File: config.mk
export PLATFORM = sky130hd
export DESIGN_NAME = vend_fsm_param
export DESIGN_NICKNAME = d
export VERILOG_FILES = /design/src/rtl/vend_pkg.sv /design/src/rtl/vend_credit_acc.sv /design/src/rtl/vend_fsm_param.sv
export SDC_FILE = /design/constraint.sdc
export NUM_CORES = 1
export LEC_CHECK = 0
export ABC_AREA = 1
export CORE_MARGIN = 2
export CORE_UTILIZATION = 43
export DETAILED_ROUTE_END_ITERATION = 6
export PLACE_DENSITY = 0.65
export SLEW_MARGIN = 0
export SYNTH_ARGS = -nofsm -noshare
export SYNTH_HDL_FRONTEND = slang
export SYNTH_SLANG_ARGS = --single-unit
export TNS_END_PERCENT = 30
File: constraint.sdc
create_clock -name clk -period 4.2 [get_ports clk]
set_clock_uncertainty 0.1 [all_clocks]
set_input_delay 0.84 -clock clk [delete_from_list [all_inputs] [get_ports clk]]
set_output_delay 0.84 -clock clk [all_outputs]
set_load 0.01 [all_outputs]
File: src/rtl/vend_pkg.sv
// Shared types and helpers for the parametrised vending FSM.
//   state_t  : controller state encoding (IDLE / VEND / CHANGE)
//   price_of : per-slot price, base + sel * step
package vend_pkg;

  typedef enum logic [1:0] {
    IDLE   = 2'd0,
    VEND   = 2'd1,
    CHANGE = 2'd2
  } state_t;

  // Price of product 'sel' in credit units.
  function automatic int unsigned price_of(input int unsigned sel,
                                           input int unsigned base,
                                           input int unsigned step);
    return base + sel * step;
  endfunction

endpackage

File: src/rtl/vend_credit_acc.sv
// Combinational coin accumulator: adds coin A, then coin B, each only if the
// running sum stays within MAX_CREDIT. Any coin not accepted raises o_reject.
//   i_credit    : current registered credit
//   i_coin_a/b  : coin pulses
//   i_accept_en : 0 forces every presented coin to be rejected
//   o_credit    : credit after accepted coins
//   o_reject    : at least one presented coin was not accepted
module vend_credit_acc #(
  parameter int unsigned CREDIT_W   = 4,
  parameter int unsigned MAX_CREDIT = 15,
  parameter int unsigned COIN_A_VAL = 1,
  parameter int unsigned COIN_B_VAL = 2
) (
  input  logic [CREDIT_W-1:0] i_credit,
  input  logic                i_coin_a,
  input  logic                i_coin_b,
  input  logic                i_accept_en,
  output logic [CREDIT_W-1:0] o_credit,
  output logic                o_reject
);

  // One extra bit so the sum cannot wrap before the limit compare.
  localparam int unsigned SW = CREDIT_W + 1;

  logic [SW-1:0] w_sum_a, w_cand_a, w_sum_b, w_cand_b;
  logic          w_a_ok, w_b_ok;

  assign w_sum_a  = SW'(i_credit) + SW'(COIN_A_VAL);
  assign w_a_ok   = i_accept_en && i_coin_a && (w_sum_a <= SW'(MAX_CREDIT));
  assign w_cand_a = w_a_ok ? w_sum_a : SW'(i_credit);

  assign w_sum_b  = w_cand_a + SW'(COIN_B_VAL);
  assign w_b_ok   = i_accept_en && i_coin_b && (w_sum_b <= SW'(MAX_CREDIT));
  assign w_cand_b = w_b_ok ? w_sum_b : w_cand_a;

  assign o_credit = CREDIT_W'(w_cand_b);
  assign o_reject = (i_coin_a && !w_a_ok) || (i_coin_b && !w_b_ok);

endmodule

File: src/rtl/vend_fsm_param.sv
// Parametrised vending controller: coin credit, priced product vend on buy,
// unit-pulse change dispense and cancel/refund.
//   clk, rst_n   : clock, async active-low reset
//   ena          : block enable, 0 freezes state and silences strobes
//   coin_a/b     : coin pulses
//   sel, buy     : product select and purchase request
//   cancel       : refund request (wins over buy)
//   credit       : current credit
//   prod_valid   : one-cycle vend strobe, prod_id valid with it
//   change_pulse : one unit of change per high cycle
//   coin_reject  : a coin was returned the previous cycle
//   busy         : high in VEND and CHANGE
module vend_fsm_param
  import vend_pkg::*;
#(
  parameter int unsigned CREDIT_W   = 4,
  parameter int unsigned MAX_CREDIT = 15,
  parameter int unsigned COIN_A_VAL = 1,
  parameter int unsigned COIN_B_VAL = 2,
  parameter int unsigned N_PROD     = 4,
  parameter int unsigned SEL_W      = 2,
  parameter int unsigned PRICE_BASE = 3,
  parameter int unsigned PRICE_STEP = 1
) (
  input  logic                clk,
  input  logic                rst_n,
  input  logic                ena,
  input  logic                coin_a,
  input  logic                coin_b,
  input  logic [SEL_W-1:0]    sel,
  input  logic                buy,
  input  logic                cancel,
  output logic [CREDIT_W-1:0] credit,
  output logic                prod_valid,
  output logic [SEL_W-1:0]    prod_id,
  output logic                change_pulse,
  output logic                coin_reject,
  output logic                busy
);

  localparam int unsigned PW = CREDIT_W + SEL_W;

  state_t              r_state, w_state_nxt;
  logic [CREDIT_W-1:0] r_credit, w_credit_nxt, w_acc_credit;
  logic [SEL_W-1:0]    r_prod_id, w_prod_id_nxt;
  logic                r_prod_valid, r_change_pulse, r_coin_reject, r_busy;
  logic                w_acc_en, w_acc_reject, w_reject_nxt;
  logic                w_sel_ok, w_buy_ok;
  logic [PW-1:0]       w_price_sel, w_price_vend, w_remain;

  // Prices for the requested slot and for the latched product.
  assign w_price_sel  = PW'(price_of(32'(sel), PRICE_BASE, PRICE_STEP));
  assign w_price_vend = PW'(price_of(32'(r_prod_id), PRICE_BASE, PRICE_STEP));
  assign w_sel_ok     = 32'(sel) < N_PROD;
  assign w_buy_ok     = w_sel_ok && (PW'(r_credit) >= w_price_sel);
  assign w_remain     = PW'(r_credit) - w_price_vend;

  vend_credit_acc #(
    .CREDIT_W   (CREDIT_W),
    .MAX_CREDIT (MAX_CREDIT),
    .COIN_A_VAL (COIN_A_VAL),
    .COIN_B_VAL (COIN_B_VAL)
  ) u_acc (
    .i_credit    (r_credit),
    .i_coin_a    (coin_a),
    .i_coin_b    (coin_b),
    .i_accept_en (w_acc_en),
    .o_credit    (w_acc_credit),
    .o_reject    (w_acc_reject)
  );

  // Next-state / next-credit decode.
  // VEND and CHANGE only advance while their strobe is actually showing, so a
  // pause on ena never swallows a vend or a change pulse.
  always_comb begin
    w_state_nxt   = r_state;
    w_credit_nxt  = r_credit;
    w_prod_id_nxt = r_prod_id;
    w_acc_en      = 1'b0;
    w_reject_nxt  = 1'b0;
    if (ena) begin
      case (r_state)
        IDLE: begin
          w_acc_en = 1'b1;
          if (cancel) begin
            w_acc_en = 1'b0;
            if (r_credit != '0) w_state_nxt = CHANGE;
          end else if (buy && w_buy_ok) begin
            w_acc_en      = 1'b0;
            w_prod_id_nxt = sel;
            w_state_nxt   = VEND;
          end
          w_credit_nxt = w_acc_credit;
          w_reject_nxt = w_acc_reject;
        end
        VEND: begin
          w_reject_nxt = w_acc_reject;
          if (r_prod_valid) begin
            w_credit_nxt = CREDIT_W'(w_remain);
            w_state_nxt  = (w_remain != '0) ? CHANGE : IDLE;
          end
        end
        CHANGE: begin
          w_reject_nxt = w_acc_reject;
          if (r_change_pulse) begin
            w_credit_nxt = r_credit - CREDIT_W'(1);
            if (r_credit == CREDIT_W'(1)) w_state_nxt = IDLE;
          end
        end
        default: w_state_nxt = IDLE;
      endcase
    end
  end

  // State, credit and registered strobes.
  always_ff @(posedge clk or negedge rst_n) begin
    if (!rst_n) begin
      r_state        <= IDLE;
      r_credit       <= '0;
      r_prod_id      <= '0;
      r_prod_valid   <= 1'b0;
      r_change_pulse <= 1'b0;
      r_coin_reject  <= 1'b0;
      r_busy         <= 1'b0;
    end else begin
      r_state        <= w_state_nxt;
      r_credit       <= w_credit_nxt;
      r_prod_id      <= w_prod_id_nxt;
      r_coin_reject  <= w_reject_nxt;
      r_prod_valid   <= ena && (w_state_nxt == VEND);
      r_change_pulse <= ena && (w_state_nxt == CHANGE);
      r_busy         <= (w_state_nxt != IDLE);
    end
  end

  assign credit       = r_credit;
  assign prod_valid   = r_prod_valid;
  assign prod_id      = r_prod_id;
  assign change_pulse = r_change_pulse;
  assign coin_reject  = r_coin_reject;
  assign busy         = r_busy;

endmodule

* Yosys cells after proc, flatten, opt, wreduce, memory -nomap -nowiden
Cells that the tools add are included.
** Storage, ports and cells
- Memory bits (read-only) :: 0
- Input bits :: 9
- Latch bits :: 0
- Bits in writable memories :: 0
- Word-level logic and storage cells :: 64
- Memories :: 0
- Output and inout port bits :: 10
- Bits in registers :: 12
** Operators by class
- $mul :: 0
- Reductions and logical operators :: 20
- Shift-type cells :: 0
- Div/mod/pow operators :: 0
- Add/subtract/negate cells :: 6
- Bitwise operators :: 1
- Multiplexer cells :: 20
- Eq/ne operators :: 7
- Order comparisons :: 3
** Operators with widths (number)
- $mux W2 :: 8
- $mux W4 :: 3
- $pmux W4 S3 :: 1
- $le A5 B4 Y1 const B :: 2
- $logic_and A1 B1 Y1 :: 9
- $reduce_and A4 Y1 :: 2
- $add A2 B2 Y3 const A :: 2
- $mux W1 :: 6
- $pmux W2 S3 :: 1
- $reduce_bool A6 Y1 :: 1
- $add A4 B1 Y5 const B :: 1
- $add A5 B2 Y5 const B :: 1
- $mux W5 :: 1
- $sub A4 B3 Y5 :: 1
- $eq A2 B1 Y1 const B :: 2
- $eq A2 B2 Y1 const B :: 2
- $eq A4 B1 Y1 const B :: 1
- $ge A4 B3 Y1 :: 1
- $ne A2 B2 Y1 const B :: 2
- $reduce_bool A4 Y1 :: 1
- $sub A4 B1 Y4 const B :: 1
- $reduce_bool A3 Y1 :: 1
- $reduce_or A3 Y1 :: 1
- $logic_not A1 Y1 :: 2
- 4 further kinds :: 4

* Depth between registers and ports, before layout
Gate-level depths: netlist (run 1).
- Depth after elaboration :: 18
- Gate-level depth with buffers :: 23
- Gate-level depth less buffers :: 23

* Modules after synthesis
From an unflattened synthesis (run 1), not the netlist that was laid out.
** Unflattened totals
- Cells, all modules :: 202
- Area, all modules :: 1402.6 um^2
** By module, submodules not included
- vend_fsm_param :: area an instance 1014.7 um^2, instances 1, seq. area each 300.3 um^2, cells an instance 128
- vend_credit_acc :: area an instance 387.9 um^2, instances 1, seq. area each 0.0 um^2, cells an instance 74

* Least setup slack after synthesis (run 1)
OpenSTA, ideal clock, no wires.
- Kind :: input to register
- From :: in sel[0]
- To :: reg r_credit[3] (netlist: credit[3])
- Path buffers :: 0
- Library setup time :: 0.122 ns
- Arrival time :: 2.931 ns
- Data required time :: 3.978 ns
- Path slack :: 1.047 ns
- Stages on the path :: 21
- Path through :: inv_1 ha_1 ha_1 nand2_1 nand2_1 nand2_1 nand3_2 nand2_4 nand3_4 nand2_1 o21a_2 inv_1 ha_1 nor2_1 nand2_1 nand2_1 nand2_2 nand2_2 nand2_1 nand3_1 a21oi_2
** Between the ends
- Word-level cells in the longest chain between the ends :: 15
- Elaborated cells on any way between the ends :: 16
- Classes of those cells :: add/sub: 2; order compare: 2; mux: 7; reduce/logical: 5
** RTL lines
- from (decl) :: line vend_fsm_param.sv:30 : input logic [SEL_W-1:0] sel,
- $add A2 B2 Y3 (*) :: line vend_pkg.sv:16 : return base + sel * step;
- $ge A4 B3 Y1 (*) :: line vend_fsm_param.sv:55 : assign w_buy_ok = w_sel_ok && (PW'(r_credit) >= w_price_sel);
- $logic_and A1 B1 Y1 (*) :: line vend_fsm_param.sv:88 : end else if (buy && w_buy_ok) begin
- $mux W1 (*) :: line vend_fsm_param.sv:88
- $mux W1 (*) :: line vend_fsm_param.sv:85 : if (cancel) begin
- $mux W1 (*) :: line vend_fsm_param.sv:82 : case (r_state)
- $mux W1 (*) :: line vend_fsm_param.sv:81 : if (ena) begin
- $logic_and A1 B1 Y1 (2 in series) :: line vend_credit_acc.sv:29 : assign w_a_ok = i_accept_en && i_coin_a && (w_sum_a <= SW'(MAX_CREDIT));
- $mux W5 :: line vend_credit_acc.sv:30 : assign w_cand_a = w_a_ok ? w_sum_a : SW'(i_credit);
- $add A5 B2 Y5 :: line vend_credit_acc.sv:32 : assign w_sum_b = w_cand_a + SW'(COIN_B_VAL);
- $le A5 B4 Y1 :: line vend_credit_acc.sv:33 : assign w_b_ok = i_accept_en && i_coin_b && (w_sum_b <= SW'(MAX_CREDIT));
- $logic_and A1 B1 Y1 :: line vend_credit_acc.sv:33
- $mux W4 (*) :: line vend_credit_acc.sv:34 : assign w_cand_b = w_b_ok ? w_sum_b : w_cand_a;
- $pmux W4 S3 (*) :: line vend_fsm_param.sv:82
- to (signal assigned) :: line vend_fsm_param.sv:127 : r_credit <= w_credit_nxt;
- to (decl) :: line vend_fsm_param.sv:44 : logic [CREDIT_W-1:0] r_credit, w_credit_nxt, w_acc_credit;
Every way passes the cells marked *; elsewhere a longest branch is shown, timed or not.
A chain may end at the register's enable or synchronous reset.

* Worst setup path after layout (run 1)
- From :: in sel[0]
- To :: reg r_credit[1] (netlist: credit[1])
The elaborated chain is that of the path after synthesis.

==> flow_metrics.tcl, run 1 <==
set metrics [dict create \
    worstPathMaxFanout 8 \
    areaGrowthSynthToFinish_pct 17.7 \
    syn-mean-instance-area_sq_um 7.63 \
    hold_ws_ns 0.421 \
    post-route-cell-area_sq_um 1560 \
    grt_start_max_net_pins 13 \
    path_clk_slew_ns 0.08 \
    design.die.area_sq_um 3550 \
    slew_headroom_pct 59.1 \
    synth.yosys.warnings 0 \
    hold_class "register to register" \
    finalSetupViolCount 0 \
    cts_root_buf "clkbuf_4" \
    via_per_inst 5.18 \
    crit_buf_inv 4 \
    cts_buffers 3 \
    gpl.final_weighted_congestion 0.867 \
    grt_usage_pct 18.9 \
    place_area_sq_um 1530 \
    ir_worst_vdd_uv 259 \
    slowest_stage "clkdlybuf4s50_1" \
    clock-sinks 12 \
    power_density_nw_per_um2 754 \
    r2r_cells 22 \
    cp.required_ns 4.26 \
    synth_largest_type_area_fraction_pct 22.6 \
    power.leakage_nw 0.779 \
    worstPathArrival_ns 3.64 \
    first_pass_iters 4 \
    crit_path_start "sel[0]" \
    coreArea_sq_um 3000 \
    period_share_pct 85.2 \
    synth_ff_type "dfrtp_1" \
    insertion_delay_ns 0.28 \
    cp-start-kind "input pin" \
    nets 223 \
    postSynth.asyncResetShare_pct 100 \
    reg2reg_from "credit[0]" \
    hold_end "prod_id[0]" \
    cts_resized 0 \
    grt_overflow 0 \
    synth_top_area_cell "dfrtp_1" \
    die_x_um 59.6 \
    hold_viol 0 \
    die_height_um 59.6 \
    layout_commonest_cell "nand2_1" \
    io_buffers 18 \
    ant_nets 0 \
    finalSetupTns_ns 0 \
    antenna_found_initial 0 \
    cpLargestDelayFamily "simple AND/OR/NAND/NOR gates" \
    antenna_cells 0 \
    synth_area_leaders "dfrtp_1 (23%), ha_1 (17%), nand2_1 (8.8%)" \
    drc 0 \
    drive_above_1_share_pct 15.5 \
    start_util_pct 44.2 \
    vias 1175 \
    critPathCaptureType "register" \
    cp_cell_sequence "clkdlybuf4s50_1 > inv_1 > ha_1 > ha_1 > nand2_1 > nand2_1 > nand2_1 > nand3_2 > nand2_4 > nand3_4 > nand2_1 > o21a_2 > inv_1 > ha_1 > inv_1 > nand3_2 > nand2_2 > nand2_1 > nand2_1 > nand2_2 > nand2_2 > nand2_1 > nand3_1 > a21oi_2" \
    syn-num-nets 202 \
    fin_crit_ns 3.58 \
    grt_first_pass_wirelength_mm 5.09 \
    final_cell_mix "nand2_1 (31), inv_1 (28), ha_1 (18), clkdlybuf4s50_1 (18)" \
    routedWlPerCell_um 13.3 \
    dpl_worst_slack_ns 0.326 \
    cpPeakStageDelay_ns 0.45 \
    cts_setup_buffers 0 \
    worstHoldStart "prod_id[0]" \
    io_pins 19 \
    critical_path_class "input pin to register" \
    fin_ws_ns 0.622 \
    drv_slew 0 \
    cap_viol_max_count 0 \
    drt-initial-drc-count 46 \
    whs_path_depth 2 \
    cts-hold-fix-buffers 0 \
    synth_area_sq_um 1330 \
    r2r_slack_ns 1.05 \
    cts_tree "built" \
    worst_slew_pin_slew_ns 0.611 \
    grt_setup_unrepaired "no" \
    finish.utilization_pct 52.0 \
    cts_buffer_depth 2 \
    r2r-end "credit[1]" \
    synth_cell_types 37 \
    hpwl_mm 2.42 \
    ys_ff_latch 12 \
    maxClockFrequency_ghz 0.280 \
    status "finished clean" \
    core.rowCount 20 \
    fill_cells 288 \
    synthCells 174 \
    routed_wl_mm 3.01 \
    ys_seq_area_share_pct 22.6 \
    synth_edf_count 0 \
    cp_common_cell "nand2_1" \
    grt_pass1_vias 1143 \
    ctsHtreeMaxLevel 1 \
]
==> registers in the layout (all words and copies together) (netlist names) <==
signal / count
r_state: 2
busy: 1
change_pulse: 1
credit: 4
prod_valid: 1
coin_reject: 1
prod_id: 2
==> power by group <==
part | internal [W] | total, W | switching [W]
clock | 0.0000527 | 0.0000947 | 0.0000420
combinational | 0.000365 | 0.000831 | 0.000466
sequential | 0.000161 | 0.000253 | 0.0000917
==> per-stage QoR <==
step | instances | total power, W
finish | 227 | 0.00118
CTS | 227 | 0.00118
floorplan | 174 | 0.000863
global placement | 223 | 0.00106
global route | 227 | 0.00130
detailed placement | 223 | 0.00108
==> cell type report <==
type | count | area, sq um | share of cell area [%]
Inverter | 31 | 140 | 8.97
Clock buffer | 4 | 36.3 | 2.32
Multi-Input combinational cell | 129 | 865 | 55.3
Sequential cell | 12 | 300 | 19.2
Timing Repair Buffer | 18 | 180 | 11.5
Tap cell | 33 | 41.3 | 2.64
==> Yosys cell counts, types with 2 or more instances <==
library cell / number
a21oi_1: 8
nor2_2: 2
ha_1: 18
nand3_2: 2
nand2_2: 7
o21ai_1: 2
inv_6: 2
nand4_1: 5
o21ai_0: 6
o21ai_2: 2
nor2_1: 11
or2_1: 2
a21oi_2: 3
inv_1: 28
nand2_1: 31
dfrtp_1: 12
buf_6: 2
nand3_1: 12
==> logic make-up (layout without fill, tap and decap cells) <==
family,after synthesis,after routing,share of synthesized area (%)
buffers and inverters,33,53,12.3
AOI/OAI and AO/OA,29,29,14.2
xor gates and xnor gates,2,2,1.32
and+or+nand+nor,79,79,31.1
DFF,12,12,22.6
adders and majority gates,19,19,18.5
==> per-layer routing <==
layer,vias to the layer above,part of all wire [%],GRT usage [%]
met5,-,0,0
met4,0,0.80,5.40
met3,2,2.2,2.18
met2,18,48,32.2
met1,545,49,25.2
li1,610,-,-
==> worst register-to-register path, delay by kind of cell (launching register included) <==
family	cells	cell delay [ns]
compound gates	2	0.21
buf+inv	4	0.56
fa+ha+maj	2	0.54
flops	1	0.54
simple gates	14	1.10
==> worst max-delay path by stage <==
stage / end / slack (ns) / depth (start not counted)
6_report: credit[1] / 0.62 / 24
5_1_grt: credit[1] / 0.36 / 24
4_1_cts: credit[1] / 0.61 / 24
3_5_place_dp: credit[1] / 0.33 / 24
3_3_place_gp: credit[1] / 0.45 / 24
2_1_floorplan: credit[3] / 1.05 / 21
Power figures use the tool's default switching activity.
==> inputs of run 2 (changes only) <==
--- a/config.mk
+++ b/config.mk
@@ -9,9 +9,10 @@
 export CORE_MARGIN = 2
 export CORE_UTILIZATION = 43
 export DETAILED_ROUTE_END_ITERATION = 6
-export PLACE_DENSITY = 0.65
+export PLACE_DENSITY = 0.77
 export SLEW_MARGIN = 0
 export SYNTH_ARGS = -nofsm -noshare
 export SYNTH_HDL_FRONTEND = slang
+export SYNTH_HIERARCHICAL = 1
 export SYNTH_SLANG_ARGS = --single-unit
 export TNS_END_PERCENT = 30
==> run 2 against run 1 <==
Combinational power increased by 22%. Clock power decreased by 3.4%. Register-to-register slack about the same. Critical path depth increased by 4. Largest cell class unchanged.
==> flow_metrics.tcl, run 2 <==
set metrics [dict create \
    fin_ws_ns 0.236 \
    cts_root_buf "clkbuf_4" \
    antenna_cells 0 \
    routedWlPerCell_um 10.9 \
    synth.yosys.warnings 6 \
    grt_first_pass_wirelength_mm 5.15 \
    cts_buffers 3 \
    ctsHtreeMaxLevel 1 \
    worstHoldStart "prod_id[1]" \
    place_area_sq_um 1750 \
    grt_overflow 0 \
    hpwl_mm 2.46 \
    layout_commonest_cell "nand2_1" \
    hold_class "register to register" \
    stdcell_count 284 \
    cp.required_ns 4.25 \
    ys_seq_area_share_pct 21.4 \
    p_clk_share_pct 6.9 \
    reg2reg_from "credit[0]" \
    synth_area_sq_um 1400 \
    swShare_pct 49.5 \
    status "finished clean" \
    worstPathMaxFanout 3 \
    worst_slew_pin_slew_ns 0.561 \
    synth_ff_type "dfrtp_1" \
    postSynth.asyncResetShare_pct 100 \
    final_cell_mix "nand2_1 (50), inv_1 (29), clkdlybuf4s50_1 (17), buf_4 (17), nand2_2 (15)" \
    fin_crit_ns 3.96 \
    largest_reg_flops 4 \
    synth_most_common_cell "nand2_1" \
    start_util_pct 45.6 \
    switchingPower_w 0.000654 \
    die_x_um 61.1 \
    ir_worst_vdd_uv 322 \
    ant_nets 0 \
    cpPeakStageDelay_ns 0.47 \
    intPower_w 0.000667 \
    power_density_nw_per_um2 710 \
    syn-num-nets 229 \
    io_buffers 18 \
    whs_path_depth 2 \
    syn-mean-instance-area_sq_um 6.94 \
    place_inst 279 \
    synth_area_leaders "dfrtp_1 (21%), ha_1 (15%), nand2_1 (14%)" \
    core.rowCount 20 \
    routed_wl_mm 3.10 \
    synthCells 202 \
    post-route-cell-area_sq_um 1860 \
    synth_edf_count 0 \
    power_frac_comb_pct 76.1 \
    gpl.final_weighted_congestion 0.870 \
    grt_usage_pct 18.3 \
    totalPowerFinal_w 0.00132 \
    drc 0 \
    power.leakage_nw 0.964 \
    design.die.area_sq_um 3730 \
    areaGrowthSynthToFinish_pct 32.6 \
    cts-hold-fix-buffers 0 \
    path_clk_slew_ns 0.08 \
    coreArea_sq_um 3080 \
    nets 268 \
    r2r_slack_ns 1.04 \
    ys_ff_latch 12 \
    cp-start-kind "input pin" \
    r2r-end "credit[1]" \
    slew_headroom_pct 62.5 \
    hold_viol 0 \
    critPathCaptureType "register" \
    worstPathArrival_ns 4.01 \
    grt_start_max_net_pins 16 \
    die_height_um 61.1 \
    dpl_worst_slack_ns -0.349 \
    first_pass_iters 4 \
    drive_above_1_share_pct 29.2 \
    antenna_found_initial 0 \
    synth_top_area_cell "dfrtp_1" \
    io_pins 19 \
    vias 1352 \
    critical_path_class "input pin to register" \
    cap_viol_max_count 0 \
    cts_tree "built" \
    insertion_delay_ns 0.27 \
    synth_commonest_cells "nand2_1 (52), inv_1 (31), ha_1 (17)" \
    finalSetupTns_ns 0 \
    period_share_pct 94.4 \
    seqPwrFrac_pct 16.9 \
    cts_buffer_depth 2 \
    synth_cell_types 31 \
    drv_slew 0 \
    slowest_stage "clkdlybuf4s50_1" \
    clock-sinks 12 \
    synth_largest_type_area_fraction_pct 21.4 \
    hold_end "prod_id[1]" \
    via_per_inst 4.76 \
    finalSetupViolCount 0 \
    grt_pass1_vias 1221 \
    r2r_cells 24 \
    drt-initial-drc-count 68 \
    maxClockFrequency_ghz 0.252 \
]
[run 2: cell count changes after synthesis, moves of 3 or more]
cell	change
nand2_1	+21
inv_1	+3
inv_2	+6
nand2_2	+7
a21oi_1	-3
[run 2: how the worst max path moves through the flow]
| stage | from | slack [ns] | cells after the start | end |
|---|---|---|---|---|
| 6_report | sel[1] | 0.24 | 28 | credit[1] |
| 5_1_grt | sel[1] | -0.006 | 28 | credit[1] |
| 4_1_cts | sel[0] | 0.01 | 26 | credit[3] |
| 3_5_place_dp | sel[0] | -0.35 | 26 | credit[3] |
| 3_3_place_gp | sel[0] | -0.30 | 26 | credit[3] |
| 2_1_floorplan | sel[0] | 0.36 | 25 | credit[3] |
[run 2: what timing repair did]
action                     in CTS  in global routing
buffers inserted                0                  1
pin swaps                       0                  5
setup endpoints to repair       2                  4
gates resized for setup         1                 14
[run 2: through the flow]
step | util [%] | hold WS [ns]
finish | 60.4 | 0.437
global route | 60.4 | 0.469
CTS | 58.0 | 0.440
detailed placement | 56.7 | 0.418
global placement | 56.7 | 0.405
floorplan | - | 0.436
[run 2: critical path: cells and delay by family]
family	cells	cell delay (ns)
adders and majority gates	3	0.72
AOI/OAI and AO/OA	5	0.63
buffers and inverters	7	0.97
and+or+nand+nor	13	0.83
[run 2: kinds of logic (layout without fill, tap and decap cells)]
kind of cell	after synthesis	count (layout)	share of synthesized area [%]
compound gates	24	24	10.5
flops	12	12	21.4
simple gates	107	107	39.1
fa+ha+maj	18	18	16.6
buf+inv	40	78	11.2
xor+xnor	1	1	1.16
[run 2: per-layer routing]
layer  global-route usage [%]  up-vias  routed length (um)
li1                         -      713                   -
met1                     23.9      608                1450
met2                     31.9       25                1530
met3                     2.10        6                  88
met4                     4.97        0                  38
met5                        0        -                   0
[run 2: area by class of cell]
| cell class | count | area [sq um] |
|---|---|---|
| timing repair buffer | 35 | 310 |
| sequential | 12 | 300 |
| multi-input combinational | 150 | 1010 |
| clock buffer | 4 | 36.3 |
| fill | 293 | 1220 |
| inverter | 39 | 146 |
| tap | 44 | 55.1 |
[run 2: power by group through the flow]
stage | clock, W | combinational [W] | sequential, W
detailed placement | 0 | 0.000951 | 0.000224
floorplan | 0 | 0.000611 | 0.000250
CTS | 0.0000937 | 0.000969 | 0.000221
finish | 0.0000915 | 0.00101 | 0.000224
global route | 0.0000960 | 0.00114 | 0.000232
global placement | 0 | 0.000939 | 0.000222
